[src/rtl/traffic_lights_cmd_gen.sv]
`default_nettype none
// ============================================================================
// Module   : traffic_lights_cmd_gen
// Brief    : Expands one high-level request into the controller command sequence.
// Revision : 1.0 - initial release
// ============================================================================
module traffic_lights_cmd_gen #(
  parameter int GAP_CYCLES = 2,
  parameter int DATA_W     = 16,
  parameter int CMD_W      = 3
) (
  input  logic              clk_i,
  input  logic              arst_ni,
  input  logic              req_valid_i,
  output logic              req_ready_o,
  input  logic [1:0]        req_op_i,
  input  logic [DATA_W-1:0] req_green_i,
  input  logic [DATA_W-1:0] req_red_i,
  input  logic [DATA_W-1:0] req_yellow_i,
  output logic [CMD_W-1:0]  cmd_type_o,
  output logic              cmd_valid_o,
  output logic [DATA_W-1:0] cmd_data_o,
  output logic              busy_o,
  output logic              done_o
);

  localparam logic [1:0] c_idle = 2'd0;
  localparam logic [1:0] c_send = 2'd1;
  localparam logic [1:0] c_gap  = 2'd2;

  localparam logic [1:0] c_op_reconfig = 2'd0;
  localparam logic [1:0] c_op_off      = 2'd1;
  localparam logic [1:0] c_op_on       = 2'd2;

  localparam int c_cnt_w = (GAP_CYCLES > 1) ? $clog2(GAP_CYCLES) : 1;

  logic [1:0]        r_state;
  logic [1:0]        w_state_nxt;
  logic [1:0]        r_op;
  logic [DATA_W-1:0] r_green;
  logic [DATA_W-1:0] r_red;
  logic [DATA_W-1:0] r_yellow;
  logic [2:0]        r_step;
  logic [c_cnt_w-1:0] r_gap_cnt;
  logic              r_done;
  logic              w_accept;
  logic              w_gap_last;
  logic              w_next_found;
  logic [2:0]        w_next_step;

  function automatic logic step_exists(input logic [1:0] op, input logic [2:0] idx);
    case (op)
      c_op_reconfig: step_exists = (idx < 3'd6);
      c_op_off,
      c_op_on:       step_exists = (idx == 3'd0);
      default:       step_exists = (idx < 3'd2);
    endcase
  endfunction

  // Only the three period writes of RECONFIG can be skipped.
  function automatic logic step_skipped(input logic [1:0] op, input logic [2:0] idx,
                                        input logic g_zero, input logic r_zero,
                                        input logic y_zero);
    step_skipped = (op == c_op_reconfig) &&
                   (((idx == 3'd2) && g_zero) || ((idx == 3'd3) && r_zero) ||
                    ((idx == 3'd4) && y_zero));
  endfunction

  function automatic logic [CMD_W-1:0] step_type(input logic [1:0] op, input logic [2:0] idx);
    case (op)
      c_op_reconfig: begin
        case (idx)
          3'd1:    step_type = CMD_W'(2);
          3'd2:    step_type = CMD_W'(3);
          3'd3:    step_type = CMD_W'(4);
          3'd4:    step_type = CMD_W'(5);
          default: step_type = CMD_W'(0);
        endcase
      end
      c_op_off: step_type = CMD_W'(1);
      c_op_on:  step_type = CMD_W'(0);
      default:  step_type = (idx == 3'd1) ? CMD_W'(2) : CMD_W'(0);
    endcase
  endfunction

  assign w_accept   = (r_state == c_idle) && req_valid_i;
  assign w_gap_last = (r_state == c_gap) && (r_gap_cnt == '0);

  // Lowest-indexed remaining step wins, hence the descending scan.
  always_comb begin
    w_next_found = 1'b0;
    w_next_step  = r_step;
    for (int i = 7; i >= 0; i--) begin
      if ((3'(i) > r_step) && step_exists(r_op, 3'(i)) &&
          !step_skipped(r_op, 3'(i), (r_green == '0), (r_red == '0), (r_yellow == '0))) begin
        w_next_found = 1'b1;
        w_next_step  = 3'(i);
      end
    end
  end

  always_ff @(posedge clk_i or negedge arst_ni) begin
    if (!arst_ni) begin
      r_state <= c_idle;
    end else begin
      r_state <= w_state_nxt;
    end
  end

  always_comb begin
    w_state_nxt = r_state;
    case (r_state)
      c_idle:  if (w_accept) w_state_nxt = c_send;
      c_send:  w_state_nxt = c_gap;
      c_gap:   if (w_gap_last) w_state_nxt = w_next_found ? c_send : c_idle;
      default: w_state_nxt = c_idle;
    endcase
  end

  always_ff @(posedge clk_i or negedge arst_ni) begin
    if (!arst_ni) begin
      r_op      <= '0;
      r_green   <= '0;
      r_red     <= '0;
      r_yellow  <= '0;
      r_step    <= '0;
      r_gap_cnt <= '0;
      r_done    <= 1'b0;
    end else begin
      r_done <= w_gap_last && !w_next_found;
      if (w_accept) begin
        r_op     <= req_op_i;
        r_green  <= req_green_i;
        r_red    <= req_red_i;
        r_yellow <= req_yellow_i;
        r_step   <= '0;
      end else if (w_gap_last && w_next_found) begin
        r_step <= w_next_step;
      end
      if (r_state == c_send) begin
        r_gap_cnt <= c_cnt_w'(GAP_CYCLES - 1);
      end else if ((r_state == c_gap) && (r_gap_cnt != '0)) begin
        r_gap_cnt <= r_gap_cnt - 1'b1;
      end
    end
  end

  always_comb begin
    cmd_valid_o = (r_state == c_send);
    cmd_type_o  = '0;
    cmd_data_o  = '0;
    if (r_state == c_send) begin
      cmd_type_o = step_type(r_op, r_step);
      case ({(r_op == c_op_reconfig), r_step})
        4'b1_010: cmd_data_o = r_green;
        4'b1_011: cmd_data_o = r_red;
        4'b1_100: cmd_data_o = r_yellow;
        default:  cmd_data_o = '0;
      endcase
    end
    req_ready_o = (r_state == c_idle);
    busy_o      = (r_state != c_idle);
    done_o      = r_done;
  end

endmodule
`default_nettype wire

[config.mk]
export PLATFORM = sky130hd
export DESIGN_NAME = traffic_lights_cmd_gen
export DESIGN_NICKNAME = d
export VERILOG_FILES = /design/src/rtl/traffic_lights_cmd_gen.sv
export SDC_FILE = /design/constraint.sdc
export NUM_CORES = 1
export LEC_CHECK = 0
export ABC_AREA = 1
export CAP_MARGIN = 20
export CORE_MARGIN = 10
export CORE_UTILIZATION = 68
export CTS_BUF_LIST = sky130_fd_sc_hd__clkbuf_4 sky130_fd_sc_hd__clkbuf_8 sky130_fd_sc_hd__clkbuf_16
export CTS_CLUSTER_SIZE = 25
export DETAILED_ROUTE_END_ITERATION = 16
export DONT_BUFFER_PORTS = 1
export PLACE_DENSITY_LB_ADDON = 0.3
export SKIP_LAST_GASP = 1
export SYNTH_ARGS = -nofsm -noshare
export SYNTH_HDL_FRONTEND = slang
export SYNTH_SLANG_ARGS = --single-unit
[constraint.sdc]
create_clock -name clk_i -period 3.4 [get_ports clk_i]
set_input_delay 0.51 -clock clk_i [delete_from_list [all_inputs] [get_ports clk_i]]
set_output_delay 0.51 -clock clk_i [all_outputs]
set_load 0.1 [all_outputs]
## After elaboration in Yosys (flattened, before gate mapping)

Cells that the tools add are included.

- Bits in registers: 57
- Bits in latches: 0
- Memory bits (writable): 0
- ROM bits: 0
- Input bits: 53
- Logic and storage cells: 89
- Memories: 0

- Add/sub/neg operators: 1
- Multiply operators: 0
- Divide/modulo/power cells: 0
- $lt $le $gt $ge: 6
- Equality and inequality tests: 13
- Shift operators: 0
- Multiplexer cells: 28
- Bitwise operators: 1
- Reductions and logical operators: 32

Operators by type and width:

| cell | count |
|---|---|
| 16-bit zero test | 3 |
| 16-bit case mux with 3 select lines | 1 |
| 3-bit 2-to-1 mux | 9 |
| 1-bit logical AND | 16 |
| 16-bit 2-to-1 mux | 1 |
| 4-bit equality test (second input constant) | 3 |
| 3-bit case mux with 4 select lines | 1 |
| 1-bit 2-to-1 mux | 11 |
| 3-bit case mux with 3 select lines | 1 |
| 7-bit nonzero test | 1 |
| 3-bit by 2-bit equality test with 1-bit output (second input constant) | 2 |
| 1-bit by 3-bit > comparator with 1-bit output (first input constant) | 2 |
| 2-bit by 3-bit > comparator with 1-bit output (first input constant) | 2 |
| 3-bit > comparator (first input constant) | 2 |
| 2-bit 2-to-1 mux | 3 |
| 2-bit case mux with 3 select lines | 1 |
| 2-bit nonzero test | 3 |
| 2-bit by 1-bit equality test with 1-bit output (second input constant) | 2 |
| 2-bit equality test (second input constant) | 2 |
| 1-bit zero test | 4 |
| 2-bit zero test | 2 |
| 2-bit AND reduction | 2 |
| 3-bit by 1-bit equality test with 1-bit output (second input constant) | 1 |
| 3-bit equality test (second input constant) | 1 |
| other kinds (5) | 5 |

## Depth between registers and ports, before layout

Gate-level depths: netlist (run 1).

- Depth in word-level cells: 12
- Gate-level depth with buffers: 12

## Worst setup path after synthesis (run 1)

Ideal clock, no wire load.

- Path kind: register to output
- Start point: register r_op[0]
- End point: output cmd_type_o[2]
- Arrival: 2.350 ns
- Data required time: 2.890 ns
- Slack: 0.540 ns
- Stages on the path, launching flop included: 6
- Path through: dfrtp_1 -> inv_1 -> ha_1 -> nand3_2 -> buf_6 -> a211oi_2

- Longest elaborated chain between the ends: 3

Ends and longest elaborated chain:

| what | line | source |
|---|---|---|
| start, declared | 39 | `logic [1:0] r_op;` |
| start signal, assigned | 132 | `r_op <= req_op_i;` |
| 2-bit equality test (tied with other cells) | 70 | `case (op)` |
| 3-bit case mux with 3 select lines * | 70 |  |
| 3-bit 2-to-1 mux * | 152 | `if (r_state == c_send) begin` |
| end, declared | 20 | `output logic [CMD_W-1:0] cmd_type_o,` |

Mark *: on every way between the ends. The rest lies on a longest branch, timed or not.

## Worst setup path in the final report (run 1)

- Start point: register r_op[0]
- End point: output cmd_data_o[6]

- Longest elaborated chain between the ends: 4

Ends and longest elaborated chain:

| what | line | source |
|---|---|---|
| 2-bit zero test * | 154 | `case ({(r_op == c_op_reconfig), r_step})` |
| 4-bit equality test | 154 |  |
| 16-bit case mux with 3 select lines * | 154 |  |
| 16-bit 2-to-1 mux * | 152 |  |
| end, declared | 22 | `output logic [DATA_W-1:0] cmd_data_o,` |

Marks and branches as above.

==> summary.md, run 1 <==
| Metric | Value |
|---|---|
| Synth cell types | `28` |
| Synth Instances | `~380` |
| Core Box Area | `about 0.0043 sq mm` |
| Layout Cells excl Fill | `approximately 460` |
| Post-route ant nets | `0` |
| Minimum clock period | `2.866 ns` |
| Startpoint Class | `flip-flop` |
| Seq/Total Area, Yosys | `47.26%` |
| Placed inst area | `0.003178 sq mm` |
| Pre-Repair DR Iteration Count | `5` |
| Crit-path max FO | `18` |
| Leak pwr | `1.762 nW` |
| Final wirelength | `7.601 mm` |
| Synthesized area per cell | `7.900 sq um` |
| CP delay by family, top | `compound AO/OA/AOI/OAI gates` |
| Total gr overflow | `0` |
| CP required | `2.89 ns` |
| First DRT Iteration DRCs | `approximately 200` |
| Synth-to-layout area growth | `13.35%` |
| NumNets Final | `between 400 and 500` |
| Post-CTS resize count | `0` |
| Outcome | `completed` |
| Worst path arrival time | `2.36 ns` |
| Fmax | `348.9 MHz` |
| Initial antenna violation count | `0` |
| Register Area | `about 0.0014 sq mm` |
| Final Slew Violations | `0` |
| CTS Buffer Depth | `2` |
| CTS Buf Count | `9` |
| Endpoints failing setup | `0` |
| Multi-input logic area | `0.001242 sq mm` |
| DR WL/cell | `16.60 um` |
| Vias in the first global route | `about 2700` |
| Tot Pwr | `3.452 mW` |
| Post-CTS Setup Bufs | `0` |
| Placed cells | `441` |
| Initial Utilization | `between 60 and 70%` |
| Die Y | `86.62 um` |
| CP Buf/Inv Count | `3` |
| CTS Root Cell | `clkbuf_8` |
| Setup Total Neg Slack | `0 ns` |
| Via count | `2613` |
| Most Frequent Cell on Critical Path | `inv_1` |
| CP Cell Sequence | `inv_1 > ha_1 > nand3_2 > o22ai_1 > o21ai_1 > inv_1 > buf_4` |
| Largest net degree at the start of global routing | `58` |
| Residual DRC count | `0` |
| H-tree Lvls | `3` |
| Tot GR Track Use | `21.24%` |
| Max-cap violations | `0` |
| First-pass GRT wire length | `12.85 mm` |
| HP Class | `in -> async` |
| Routed vias/inst | `approximately 5.7` |
| Slew Limit Headroom | `42.01%` |
| Port buffer count | `0` |
| Slew @ Worst Pin | `0.8704 ns` |
| Seq cells post-synth | `57` |
| Most frequent cells in the layout | `108 x nand2_1, 61 x inv_1, 57 x dfrtp_1` |
| Placer Congestion | `0.9483` |
| Power density cells | `between 1000 and 1500 mW/mm^2` |
| Worst VDD drop | `0.0006282 V` |
| Final core occ | `between 70% and 80%` |
| Num Clock Sinks | `57` |
| Syn Nets | `437` |
| FILL cells | `around 300` |
| Die Span X | `slightly below 90 um` |
| Clk_skew | `0.007194 ns` |
| Hold_buf cts | `1` |
| Ys Warns | `0` |
| Syn Std Cell Area | `0.003018 sq mm` |
| Worst-skew pair later-pin latency | `~0.34 ns` |
| Layout cells sized above 1 | `19.46%` |
| Final instance area | `0.003421 sq mm` |
| DP Worst Slack | `0.9368 ns` |
| Antenna Cells | `0` |
| RSZ-0062 raised after global routing | `no` |
| Fin crit share | `84.30%` |
| Clock-pin slew on the worst setup and hold paths | `0.07 ns` |
| CP Capture Type | `output pin` |
| Rows | `24` |
| Most common cell after layout, fill and taps aside | `nand2_1` |
| Min Hold Slack | `~0.018 ns` |
| Max stage delay on crit path | `roughly 0.45 ns` |
| Slowest cell on crit path | `nand3_2` |
| IO Pins | `76` |
| Setup ws final | `between 0.5 and 0.6 ns` |
| Worst setup path category | `reg -> out` |
| Final Hold Fails | `0` |
| Die ar. | `0.007503 sq mm` |
| Dpl hpwl | `roughly 5.5 mm` |
| TritonCTS clock tree | `yes` |
## where the power goes
part           internal (mW)  total (mW)  switching [mW]
Sequential              1.00        1.25           0.244
Clock                  0.397       0.674           0.277
Combinational          0.401        1.53            1.13
Total                   1.80        3.45            1.65
## final timing paths
check	cells after the start	endpoint	slack (ns)	startpoint
max	7	cmd_data_o[6]	0.53	r_op[0]
min	1	r_yellow[6]	0.02	arst_ni
max reg2reg	7	r_yellow[14]	1.23	r_state[1]
min reg2reg	1	done_o	0.47	r_gap_cnt
max in group asynchronous	1	r_gap_cnt	3.13	arst_ni
min in group clk_i	2	r_red[8]	0.27	req_red_i[8]
## cell families after synthesis
group | synth area share [%]
simple gates | 24.38
fa+ha+maj | 0.8291
buf+inv | 12.19
compound gates | 15.34
flops | 47.26
## worst reg2reg max path: stages, from the launching register on
cell	delay (ns)
dfrtp_1	0.42
nor2_2	0.09
buf_4	0.30
nand2_2	0.26
inv_2	0.51
buf_12	0.28
nand2_1	0.12
o21ai_0	0.10
## layer usage
metal  global-route usage (%)  vias to the layer above  share of wire (%)
li1                         -                     1233                  -
met1                    27.16                     1228                 41
met2                    32.28                      134                 47
met3                    6.379                       18                9.3
met4                    9.573                        0                2.6
met5                        0                        -                  0
## cell usage after synthesis
cell type	n	area [sq um]
buf_6	4	45.04
a211oi_2	1	12.51
nor2_4	2	22.52
nand2_1	108	405.4
inv_1	61	229.0
nand2_2	12	75.07
o221ai_1	3	26.28
o21ai_0	41	205.2
nor2_2	2	12.51
dfrtp_1	57	1426
nand3_2	2	20.02
nand3_4	1	17.52
clkbuf_1	1	3.750
buf_4	2	15.01
o22ai_1	5	31.28
o21ai_1	7	35.03
o211ai_1	1	7.510
nand3_1	5	25.02
a21oi_1	2	10.01
inv_2	8	30.03
nand4_1	5	31.28
nor3_1	2	10.01
ha_1	2	25.02
nand3b_1	1	7.510
clkbuf_2	1	5.000
o221ai_2	9	135.1
buf_2	8	40.04
nor2_1	29	108.9
## flip-flops by register name, indices dropped and copies added (netlist names)
register / flops
r_green: 16
r_red: 16
r_yellow: 16
r_step: 3
r_op: 2
r_state: 2
done_o: 1
r_gap_cnt: 1
## final cells by class
cell class                      instances  area share [%]
Sequential cell                        57           41.70
Multi-Input combinational cell        240           36.32
Inverter                               69           7.571
Timing Repair Buffer                   24           6.218
Clock buffer                           12           4.828
Tap cell                               52           1.902
Clock inverter                          4           1.463
(Power assumes the default switching activity.)
==> inputs of run 2 (changes only) <==
--- a/config.mk
+++ b/config.mk
@@ -8,7 +8,7 @@
 export ABC_AREA = 1
 export CAP_MARGIN = 20
 export CORE_MARGIN = 10
-export CORE_UTILIZATION = 68
+export CORE_UTILIZATION = 63
 export CTS_BUF_LIST = sky130_fd_sc_hd__clkbuf_4 sky130_fd_sc_hd__clkbuf_8 sky130_fd_sc_hd__clkbuf_16
 export CTS_CLUSTER_SIZE = 25
 export DETAILED_ROUTE_END_ITERATION = 16
==> constraint.sdc (replaced) <==
create_clock -name clk_i -period 3 [get_ports clk_i]
set_input_delay 0.45 -clock clk_i [delete_from_list [all_inputs] [get_ports clk_i]]
set_output_delay 0.45 -clock clk_i [all_outputs]
set_load 0.1 [all_outputs]
==> run 2 against run 1 <==
Via count fell by 3.9%; first-iteration DRC count increased by 24%; critical path depth rose by 2; power is 13% higher; utilization fell by 5.7 points; cell count rose by 0.66%; worst hold slack better by 0.20 ns; die area rose by 6.1%; clock power grew 13%; design area rose by 0.73%; register-to-register slack lost 0.32 ns; clock skew is 0.0047 ns lower.
==> summary.md, run 2 (synthesis results as in run 1) <==
| Metric | Value |
|---|---|
| Post-route ant nets | `0` |
| Die ar. | `between 0.007 and 0.008 sq mm` |
| Core Box Area | `0.004692 sq mm` |
| CTS Root Cell | `clkbuf_8` |
| Routed vias/inst | `5.447` |
| Outcome | `completed` |
| Final Hold Fails | `0` |
| Clock-pin slew on the worst setup and hold paths | `~0.06 ns` |
| Most common cell after layout, fill and taps aside | `nand2_1` |
| H-tree Lvls | `3` |
| Worst path arrival time | `2.34 ns` |
| Slew Limit Headroom | `41.74%` |
| Min Hold Slack | `approximately 0.22 ns` |
| CTS Buffer Depth | `2` |
| Die Y | `89.21 um` |
| Initial Utilization | `between 60% and 70%` |
| TritonCTS clock tree | `yes` |
| Worst-skew pair later-pin latency | `0.33 ns` |
| Largest registers | `r_green (16), r_red (16), r_yellow (16)` |
| Pre-Repair DR Iteration Count | `4` |
| Crit-path max FO | `17` |
| Rows | `25` |
| Power density cells | `1134 mW/mm^2` |
| CP required | `around 2.6 ns` |
| Num Clock Sinks | `57` |
| Placer Congestion | `a little over 0.9` |
| Via count | `around 2500` |
| Fmax | `roughly 360 MHz` |
| Antenna Cells | `0` |
| Leak pwr | `1.776 nW` |
| Setup Total Neg Slack | `0 ns` |
| Layout cells sized above 1 | `19.41%` |
| CTS Buf Count | `9` |
| Total gr overflow | `0` |
| Synth-to-layout area growth | `14.18%` |
| RSZ-0062 raised after global routing | `no` |
| Largest net degree at the start of global routing | `60` |
| Final wirelength | `7.354 mm` |
| Vias in the first global route | `2490` |
| Met2 Wirelength | `3.310 mm` |
| NumNets Final | `457` |
| Post-CTS Setup Bufs | `0` |
| Startpoint Class | `flip-flop` |
| Endpoints failing setup | `0` |
| DP Worst Slack | `~0.54 ns` |
| Most frequent cells in the layout | `108 x nand2_1, 61 x inv_1, 57 x dfrtp_1` |
| Final Slew Violations | `0` |
| Die Span X | `89.21 um` |
| Initial antenna violation count | `0` |
| Setup ws final | `0.2148 ns` |
| Max-cap violations | `0` |
| Slew @ Worst Pin | `0.8746 ns` |
| Metal-1 WL | `3.270 mm` |
| Residual DRC count | `0` |
| First-pass GRT wire length | `12.14 mm` |
| Top layer in use | `met4` |
| Met3 wire len | `646 um` |
| Clk_skew | `0.002498 ns` |
| Minimum clock period | `between 2 and 3 ns` |
| DR WL/cell | `15.95 um` |
| Dpl hpwl | `about 5.4 mm` |
| Port buffer count | `0` |
| First DRT Iteration DRCs | `between 200 and 250` |
| CP Capture Type | `output pin` |
| Fin crit share | `92.84%` |
| HP Class | `in -> reg` |
| Worst setup path category | `reg -> out` |
| Worst VDD drop | `0.0007624 V` |
| IO Pins | `76` |
| Tot GR Track Use | `19.84%` |
-- run 2: changes by cell type in the layout (fill, tap and decap cells not counted), sizes merged --
cell         previous run  this run
dlygate4sd3             0         1
clkbuf                 12        14
clkinvlp                2         0
-- run 2: per-layer routing --
metal	GRT usage, %	vias up
li1	-	1233
met1	26.70	1173
met2	29.70	93
met3	4.740	12
met4	8.671	0
met5	0	-
-- run 2: path summary, 6_finish.rpt --
path,from,to,slack [ns],cells past startpoint
max,r_op[0],cmd_data_o[14],0.21,9
min,req_red_i[5],r_red[5],0.22,2
max reg2reg,r_state[1],r_yellow[15],0.91,7
min reg2reg,r_gap_cnt,done_o,0.47,1
max in group asynchronous,arst_ni,r_red[8],2.12,2
min in group asynchronous,arst_ni,r_yellow[5],0.63,2
-- run 2: per-stage QoR --
step                      power, mW  instance area [sq um]  utilization, %  std cells
after floorplan               2.745                   3018               -        382
after global routing          4.206                   3446           73.44        461
after CTS                     3.898                   3433           73.17        461
after detailed placement      3.103                   3181           67.79        443
after global placement        3.047                   3181           67.79        443
final                         3.907                   3446           73.44        461
-- run 2: cell type report --
class / instances / area (sq um)
multi-input cells: 240 / 1255
flip-flops and latches: 57 / 1426
repair buffers: 25 / 222.7
well taps: 54 / 67.56
inverters: 69 / 259.0
clock buffers: 14 / 180.2
clock inverters: 2 / 35.03
fillers: 359 / 1246
-- run 2: critical path: stages, from the launching register on --
cell and delay (ns):
dfrtp_1 0.38, inv_1 0.11, ha_1 0.28, inv_2 0.10
nor2_4 0.14, nand3_4 0.24, o22ai_1 0.25, o21ai_1 0.11
inv_1 0.09, buf_4 0.29
-- run 2: power by group --
group | internal (mW) | switching [mW] | leakage, nW
clock | 0.469 | 0.293 | 0.114
sequential | 1.14 | 0.273 | 0.705
combinational | 0.459 | 1.28 | 0.957
total | 2.06 | 1.84 | 1.78
-- run 2: repair_timing --
action | in CTS | in global routing
gates resized for setup | 0 | 2
setup endpoints to repair | 0 | 5
endpoints found under the hold margin | 57 | 0
hold buffers | 2 | 0
==> inputs of run 3 (changes only) <==
--- a/config.mk
+++ b/config.mk
@@ -8,11 +8,10 @@
 export ABC_AREA = 1
 export CAP_MARGIN = 20
 export CORE_MARGIN = 10
-export CORE_UTILIZATION = 63
+export CORE_UTILIZATION = 49
 export CTS_BUF_LIST = sky130_fd_sc_hd__clkbuf_4 sky130_fd_sc_hd__clkbuf_8 sky130_fd_sc_hd__clkbuf_16
 export CTS_CLUSTER_SIZE = 25
 export DETAILED_ROUTE_END_ITERATION = 16
-export DONT_BUFFER_PORTS = 1
 export PLACE_DENSITY_LB_ADDON = 0.3
 export SKIP_LAST_GASP = 1
 export SYNTH_ARGS = -nofsm -noshare
==> run 3 against run 2 <==
Non-clock buffer count is 54 higher; maximum frequency is 1.5% higher; design area is 21% higher; sequential share of layout area is 7.3 points lower; global-route usage is 2.7 points lower; critical endpoint is now cmd_data_o[10].
==> summary.md, run 3 (synthesis results as in run 1) <==
| Metric | Value |
|---|---|
| Outcome | `completed` |
| H-tree Lvls | `3` |
| Total gr overflow | `0` |
| RSZ-0062 raised after global routing | `no` |
| Crit-path max FO | `7` |
| Final wirelength | `8.162 mm` |
| CTS Root Cell | `clkbuf_8` |
| First DRT Iteration DRCs | `between 200 and 250` |
| Vias in the first global route | `between 2000 and 3000` |
| Final Hold Fails | `0` |
| Tot GR Track Use | `17.13%` |
| CP required | `2.55 ns` |
| CP delay by family, top | `buffers and inverters` |
| Rows | `28` |
| Startpoint Class | `flip-flop` |
| Worst path arrival time | `2.29 ns` |
| Worst setup path category | `reg -> out` |
| IO Pins | `76` |
| Layout cells sized above 1 | `17.57%` |
| Port buffer count | `75` |
| Slowest cell on crit path | `dfrtp_1` |
| Post-route ant nets | `0` |
| Min Hold Slack | `0.2287 ns` |
| Die Span X | `98.48 um` |
| HP Class | `in -> async` |
| Placer Congestion | `about 0.84` |
| Power density cells | `958.4 mW/mm^2` |
| Placed cells | `520` |
| TritonCTS clock tree | `yes` |
| Initial Utilization | `50.67%` |
| Final Slew Violations | `0` |
| Minimum clock period | `2.744 ns` |
| Worst VDD drop | `a little over 0.0007 V` |
| Most frequent cells in the layout | `108 x nand2_1, 61 x inv_1, 57 x dfrtp_1` |
| GRT met2 Usage | `27.18%` |
| Setup Total Neg Slack | `0 ns` |
| Max stage delay on crit path | `0.39 ns` |
| Most Frequent Cell on Critical Path | `inv_1` |
| Layout Cells excl Fill | `536` |
| GRT Max-Usage Layer | `met2` |
| Fin crit share | `91.46%` |
| Met1 usage | `21.61%` |
| Die Y | `approximately 98 um` |
| Dpl hpwl | `6.091 mm` |
| First-pass GRT wire length | `13.63 mm` |
| Antenna Cells | `0` |
| Most common cell after layout, fill and taps aside | `nand2_1` |
| CP Depth | `10` |
| Pre-Repair DR Iteration Count | `6` |
| Max-cap violations | `0` |
| Clock-pin slew on the worst setup and hold paths | `0.06 ns` |
| Endpoints failing setup | `0` |
| Post-CTS resize count | `0` |
| Register-to-Register Path Depth | `6` |
| Die ar. | `between 0.009 and 0.01 sq mm` |
| Met3 Usage GRT | `4.609%` |
| Residual DRC count | `0` |
| DR WL/cell | `15.23 um` |
| NumNets Final | `511` |
| Via count | `2703` |
| Clk_skew | `0.004948 ns` |
| CTS Buf Count | `9` |
| Leak pwr | `2.030 nW` |
| Initial antenna violation count | `0` |
| Slew @ Worst Pin | `0.7335 ns` |
| Hold_buf cts | `0` |
| Fmax | `364.4 MHz` |
| Worst-skew pair later-pin latency | `0.34 ns` |
| Routed vias/inst | `5.043` |
| CP Buf/Inv Count | `5` |
| Post-CTS Setup Bufs | `0` |
| CP Capture Type | `output pin` |
| CTS Buffer Depth | `2` |
| Synth-to-layout area growth | `38.52%` |
| Num Clock Sinks | `57` |
| Slew Limit Headroom | `between 50% and 60%` |
| Largest net degree at the start of global routing | `64` |
| CP Cell Sequence | `inv_1 > ha_1 > inv_2 > nor2_2 > buf_4 > nand2_2 > o221ai_2 > nand2_1 > inv_1 > buf_12` |
| Core Box Area | `0.005956 sq mm` |
| Largest registers | `r_green (16), r_red (16), r_yellow (16)` |
-- run 3: worst paths after layout --
path / endpoint / slack, ns / from
max: cmd_data_o[10] / 0.26 / r_op[0]
min: r_red[7] / 0.23 / arst_ni
max reg2reg: r_yellow[14] / 1.24 / r_state[0]
min reg2reg: done_o / 0.47 / r_gap_cnt
max in group asynchronous: r_red[2] / 2.25 / arst_ni
min in group clk_i: done_o / 0.47 / r_gap_cnt
-- run 3: final cells by class --
cell class | count | area (sq um)
clock buffer | 14 | 186.4
clock inverter | 2 | 10.01
fill | 477 | 1775
inverter | 69 | 259.0
multi-input combinational | 240 | 1224
sequential | 57 | 1426
tap | 75 | 93.84
timing repair buffer | 79 | 980.9
-- run 3: where the power goes --
part,switching [mW],total [mW],internal [mW]
sequential,0.245,1.38,1.14
combinational,1.33,1.93,0.599
clock,0.300,0.696,0.397
-- run 3: worst register-to-register path, delay by kind of cell, from the launching register on --
family                 cells  cell delay [ns]
AND/OR/NAND/NOR            3             0.51
flip-flops                 1             0.39
buffers and inverters      2             0.70
AO/OA/AOI/OAI              1             0.09
-- run 3: per-layer routing --
metal  routed length, um  up-vias  part of all wire [%]
met2                3841       81                    47
met3                 543       12                   6.7
li1                    -     1344                     -
met1                3651     1266                    45
met5                   0        -                     0
met4                 125        0                   1.5
-- run 3: through the flow --
stage          cell area, sq um  setup WS [ns]  power (mW)  util, %
6_report                   4180         0.2561       4.006    70.19
2_1_floorplan              3018         0.2002       2.745        -
4_1_cts                    4180         0.2273       4.008    70.19
3_3_place_gp               3984         0.6768       3.239    66.89
5_1_grt                    4180         0.1206       4.287    70.19
3_5_place_dp               3984         0.6278       3.306    66.89
